File: src/rtl/ay_pkg.sv
// AY PSG bus interface shared types: bus states, register masks,
// and the BDIR/BC2/BC1 command decode.
package ay_pkg;

  typedef enum logic [1:0] {
    ST_INACT = 2'd0,
    ST_LADDR = 2'd1,
    ST_READ  = 2'd2,
    ST_WRITE = 2'd3
  } bus_st_t;

  localparam logic [3:0] REG_ENV_SHAPE = 4'd13;

  // Implemented bits per register, R15 leftmost.
  localparam logic [15:0][7:0] MASK = {
    8'hFF, 8'hFF, 8'h0F, 8'hFF,
    8'hFF, 8'h1F, 8'h1F, 8'h1F,
    8'hFF, 8'h1F, 8'h0F, 8'hFF,
    8'h0F, 8'hFF, 8'h0F, 8'hFF
  };

  function automatic bus_st_t decode(input logic [2:0] c);
    case (c)
      3'b001, 3'b100, 3'b111: decode = ST_LADDR;
      3'b011:                 decode = ST_READ;
      3'b110:                 decode = ST_WRITE;
      default:                decode = ST_INACT;
    endcase
  endfunction

endpackage

File: src/rtl/ay_cmd_filter.sv
// Syncs the AY command lines and DA bus, decodes, and qualifies states.
// Ports: bdir/bc2/bc1/da_in raw in; st, st_exit, st_prev, da_s out.
module ay_cmd_filter
  import ay_pkg::*;
#(
  parameter int FILT = 2
) (
  input  logic       clk,
  input  logic       rst_n,
  input  logic       bdir,
  input  logic       bc2,
  input  logic       bc1,
  input  logic [7:0] da_in,
  output bus_st_t    st,
  output logic       st_exit,
  output bus_st_t    st_prev,
  output logic [7:0] da_s
);

  localparam logic [3:0] FILT_C = 4'(FILT);

  logic [2:0] p1, p2;
  logic [7:0] d1;
  logic [3:0] cnt, cnt_n;
  bus_st_t    raw, cand, cand_n, st_n;

  always_ff @(posedge clk) begin
    if (!rst_n) begin
      p1   <= '0;
      p2   <= '0;
      d1   <= '0;
      da_s <= '0;
      cand <= ST_INACT;
      cnt  <= '0;
      st   <= ST_INACT;
    end else begin
      p1   <= {bdir, bc2, bc1};
      p2   <= p1;
      d1   <= da_in;
      da_s <= d1;
      cand <= cand_n;
      cnt  <= cnt_n;
      st   <= st_n;
    end
  end

  // st_exit is combinational so commits land on the same edge as st.
  always_comb begin
    raw     = decode(p2);
    cand_n  = cand;
    cnt_n   = cnt;
    st_n    = st;
    st_exit = 1'b0;
    if (raw != cand) begin
      cand_n = raw;
      cnt_n  = 4'd1;
    end else if (cnt < FILT_C) begin
      cnt_n = cnt + 4'd1;
    end
    if (cnt == FILT_C && cand != st) begin
      st_n    = cand;
      st_exit = 1'b1;
    end
  end

  assign st_prev = st;

endmodule

File: src/rtl/ay_psg_bus_regs.sv
// AY-3-8910 bus interface: address latch, masked register file, read-back.
// Ports: raw bus in; da_out/da_oe read-back; wr_* event stream; regs_flat.
module ay_psg_bus_regs
  import ay_pkg::*;
#(
  parameter int         FILT    = 2,
  parameter logic [3:0] ADDR_HI = 4'h0
) (
  input  logic         clk,
  input  logic         rst_n,
  input  logic         bdir,
  input  logic         bc2,
  input  logic         bc1,
  input  logic [7:0]   da_in,
  output logic [7:0]   da_out,
  output logic         da_oe,
  output logic         wr_stb,
  output logic [3:0]   wr_addr,
  output logic [7:0]   wr_data,
  output logic         env_restart,
  output logic [3:0]   cur_addr,
  output logic         selected,
  output logic [127:0] regs_flat
);

  bus_st_t    st, st_prev;
  logic       st_exit;
  logic [7:0] da_s, dlast;
  logic [7:0] regs [16];

  ay_cmd_filter #(.FILT(FILT)) u_filt (
    .clk     (clk),
    .rst_n   (rst_n),
    .bdir    (bdir),
    .bc2     (bc2),
    .bc1     (bc1),
    .da_in   (da_in),
    .st      (st),
    .st_exit (st_exit),
    .st_prev (st_prev),
    .da_s    (da_s)
  );

  always_ff @(posedge clk) begin
    if (!rst_n) begin
      for (int i = 0; i < 16; i++) regs[i] <= '0;
      cur_addr    <= '0;
      selected    <= 1'b0;
      dlast       <= '0;
      wr_stb      <= 1'b0;
      wr_addr     <= '0;
      wr_data     <= '0;
      env_restart <= 1'b0;
    end else begin
      wr_stb      <= 1'b0;
      env_restart <= 1'b0;
      if (st == ST_LADDR || st == ST_WRITE)
        dlast <= da_s;
      if (st_exit) begin
        unique case (1'b1)
          st_prev == ST_LADDR: begin
            cur_addr <= dlast[3:0];
            selected <= dlast[7:4] == ADDR_HI;
          end
          st_prev == ST_WRITE && selected: begin
            regs[cur_addr] <= dlast & MASK[cur_addr];
            wr_stb         <= 1'b1;
            wr_addr        <= cur_addr;
            wr_data        <= dlast & MASK[cur_addr];
            env_restart    <= cur_addr == REG_ENV_SHAPE;
          end
          default: ;
        endcase
      end
    end
  end

  assign da_oe  = st == ST_READ && selected;
  assign da_out = da_oe ? regs[cur_addr] : 8'h00;

  always_comb begin
    regs_flat = '0;
    for (int i = 0; i < 16; i++)
      regs_flat[i*8 +: 8] = regs[i];
  end

endmodule

File: config.mk
export PLATFORM = sky130hd
export DESIGN_NAME = ay_psg_bus_regs
export DESIGN_NICKNAME = d
export VERILOG_FILES = /design/src/rtl/ay_pkg.sv /design/src/rtl/ay_cmd_filter.sv /design/src/rtl/ay_psg_bus_regs.sv
export SDC_FILE = /design/constraint.sdc
export NUM_CORES = 1
export LEC_CHECK = 0
export ABC_CLOCK_PERIOD_IN_PS = 7190
export BUFFER_PORTS_ARGS = -buffer_cell sky130_fd_sc_hd__buf_2
export CAP_MARGIN = 20
export CORE_MARGIN = 2
export CORE_UTILIZATION = 59
export DETAILED_ROUTE_END_ITERATION = 12
export HOLD_SLACK_MARGIN = 0.08
export PLACE_DENSITY = 0.89
export SLEW_MARGIN = 15
export SYNTH_ARGS = -nofsm -noshare
export SYNTH_HDL_FRONTEND = slang
export SYNTH_SLANG_ARGS = --single-unit
File: constraint.sdc
create_clock -name clk -period 7.19 [get_ports clk]
set_input_delay 1.7975 -clock clk [delete_from_list [all_inputs] [get_ports clk]]
set_output_delay 1.7975 -clock clk [all_outputs]
set_load 0.02 [all_outputs]
==> impl_results.md <==
- Outcome: complete, no violations
- Crit path max fanout: 25
- Routed WL: 21,400 um
- Max rail drop VDD: around 0.15 mV
- Comb power frac: 5.2%
- Synth cell types: 55
- Chip Height: around 120 um
- Sw power: slightly above 500 uW
- Synth Area in Adders: less than 1%
- Layout Nets: about 800
- Cell count after placement: 945
- Tmin final: about 4400 ps
- Crit path capture type: primary output
- Final setup viols: 0
- Data arrival, critical path: between 2000 and 3000 ps
- Num CTS Buffers: 17
- Std-Cell Rows: between 40 and 50
- Die X-Extent: 122 um
- Clock root buffer: clkbuf_16
- EDFF count, synth: between 100 and 150
- R2r setup slk: about 3600 ps
- Post-Syn Area per Cell: 13.0 um2
- Initial DRC count: 801
- Seq cells post-synth: 191
- Antenna Diode Count: 0
- DRC Markers: 0
- First-pass GRT wire length: 32,100 um
- Total Routing Usage GR: 29.2%
- RSZ-0062 raised after global routing: no
- CTS tree: built
- Via count: 6,074
- Hold depth: 1
- Main synth FF type: edfxtp_1
- Worst slew pin tran: between 1000 and 1500 ps
- Setup Buffers After CTS: 0
- Largest net degree at the start of global routing: ~50
- Most frequent cells in the layout: buf_2 (168), edfxtp_1 (128), nor2_1 (101), and2_1 (86), dfxtp_1 (62)
- Worst r2r path cells: 8
- Main combinational cell family by area after synthesis: simple AND/OR/NAND/NOR gates
- Total of max-cap violations: 0
- XOR/XNOR share of the synthesized area: less than 1%
- Register area share after synthesis: about 60%
- Syn Inst Count: ~640
- Most common cell after layout, fill and taps aside: buf_2
- Clock Tree Buf Depth: 2
- Buffers on Ports: around 170
- Crit path cell chain: buf_12 > mux4_1 > clkinv_1 > o22ai_1 > a221o_1 > buf_2
- Hold crit path type: reg -> reg
- Leakage: ~0.0040 uW
- CP max stage delay: a little under 600 ps
- Critical path launch point type: flop
- Clock latency on the worst-skew pair: about 440 ps
- Drt first pass iters: 7
- Share of cells above drive strength 1: between 20 and 30%
- Slew headroom: approximately 28%
- Cts hold-fix bufs: 0
- CP delay by family, top: multiplexers
- Critical path buffers and inverters: 3
- Htree depth: 4
- Post-Synthesis Cell Area: 8280 um2
- Power per cell area: 237 nW/um2
- Setup TNS: 0 ps
- Yosys Warn Count: 0
- Clock transition at path regs: 70 ps
- Drt via density: slightly above 6
- Register share of total power: a little over half
- Core area: ~14,000 um2
- Reg2Reg Launch Point: u_filt.st[0]$_SDFFE_PN0N_
- I/O pin total: about 170
- Fin. Hold Viols: 0
- Pins Over Slew Limit: 0
- Starting Density: between 60% and 70%
- Detail-routed net length per standard cell: about 22 um
- Final std cells w/o fill: approximately 1,000
- Grt ovf: 0
- Synth Area in Compound Gates: ~3.0%
- Clk sink count: about 190
- Initial antenna violation count: 0
- Layout Skew: 8.70 ps
- Final ANT Viol Nets: 0
- Final GP Congestion: 0.889
- Clock Power Share: 41.9%
- Vias in the first global route: between 5,000 and 6,000
- Post_cts resized: 0
- Async S/R FF share, synth: 0%
- Tcrit/Tclk final: 60.7%
- CP max-delay cell: mux4_1
- P&R area growth vs syn: 18.3%
- Fmax: about 230 MHz
- Post-Synth Simple-Gate Area: 18.7%
- Mux cell area share after synthesis: between 10% and 20%
- Crit path kind: reg -> out
- Syn Nets: approximately 650
- Minimum hold slack: around 430 ps
- Hold Crit Start: u_filt.d1[0]$_SDFF_PN0_
- Worst Hold Endpoint: u_filt.da_s[0]$_SDFF_PN0_
- Die area: approximately 15,000 um2
- DP HPWL: between 10,000 and 15,000 um
- WP data required: around 5400 ps
- Sw frac: about 22%
- Pint: roughly 1800 uW
## worst reg2reg max path: stages (launching register included)
cell	delay, ps
dfxtp_1	700
nand2_1	350
nor4b_2	960
mux2i_1	250
nand2b_1	220
ha_1	320
a211oi_1	240
a211oi_1	90
a311o_1	370
## metal layers
layer	global-route usage [%]	share of wire, %	vias up
met1	34.9	35	2968
met4	15.1	3.9	0
met5	0	0	-
met2	50.1	51	446
li1	-	-	2590
met3	5.95	9.9	70
## metrics by stage
stage,setup slack [ps],total power [uW],utilization [%],cell area (um2)
2_1_floorplan,3600,1320,-,8280
3_3_place_gp,2560,1360,66.5,9150
3_5_place_dp,2440,1370,66.5,9150
4_1_cts,2470,2320,71.0,9780
5_1_grt,2550,2380,71.1,9800
6_report,2830,2320,71.1,9800
## power groups by stage
stage                     registers, uW  logic [uW]  clock network (uW)
after floorplan                    1270        48.8                   0
after global placement             1250         116                   0
after detailed placement           1250         121                   0
after CTS                          1230         122                 974
after global routing               1230         131                1020
final                              1230         122                 973
## sequential cells by signal, summed over array words and instances, names as in the netlist, named ones only
name         cells
cur_addr         4
dlast            8
env_restart      1
regs           128
selected         1
u_filt.cand      2
u_filt.cnt       4
u_filt.d1        8
u_filt.da_s      8
u_filt.p1        3
u_filt.p2        3
u_filt.st        2
wr_addr          4
wr_data          8
wr_stb           1
## worst max-delay path by stage
stage | end | depth (start not counted) | slack (ps)
floorplan | flop | 8 | 3600
global placement | flop | 7 | 2560
detailed placement | flop | 7 | 2440
CTS | da_out[0] | 5 | 2470
global route | flop | 7 | 2550
finish | da_out[2] | 6 | 2830
## cell usage after synthesis (2+ instances only)
cell,number,share of area (%)
nand2b_1,2,0.15
nand3_1,18,1.1
inv_2,2,0.091
or2_2,4,0.30
and3_1,8,0.60
o21ai_0,2,0.12
a221o_1,8,0.97
o22ai_1,8,0.60
clkbuf_1,27,1.2
nor4b_2,2,0.36
mux4_1,16,5.1
nor3b_1,2,0.18
edfxtp_1,128,46
ha_1,3,0.45
a21oi_1,6,0.36
mux2i_1,24,2.9
buf_1,3,0.14
mux4_2,16,4.4
a211oi_1,3,0.27
and2_1,86,6.5
a211o_1,2,0.21
buf_12,2,0.48
clkinv_1,11,0.50
dfxtp_1,63,15
buf_2,5,0.30
xnor2_1,2,0.21
nor3_1,6,0.36
inv_1,10,0.45
nor2_1,101,4.6
buf_4,3,0.27
nor2b_1,3,0.23
nor3_2,7,0.85
nand2_1,28,1.3
nand4b_1,4,0.42
## cells by family (layout without fill, tap and decap cells)
kind of cell | after synthesis | count (layout)
compound gates | 33 | 33
xor+xnor | 3 | 3
simple gates | 286 | 286
buf+inv | 64 | 226
fa+ha+maj | 3 | 3
mux | 56 | 56
flops | 191 | 191
## final cells by class
cell class | count | area [um2]
inverter | 23 | 86.3
tap | 180 | 225
fill | 879 | 3980
clock buffer | 20 | 489
clock inverter | 12 | 133
multi-input combinational | 381 | 2880
sequential | 191 | 5110
timing repair buffer | 171 | 876
Power figures use the tool's default switching activity.
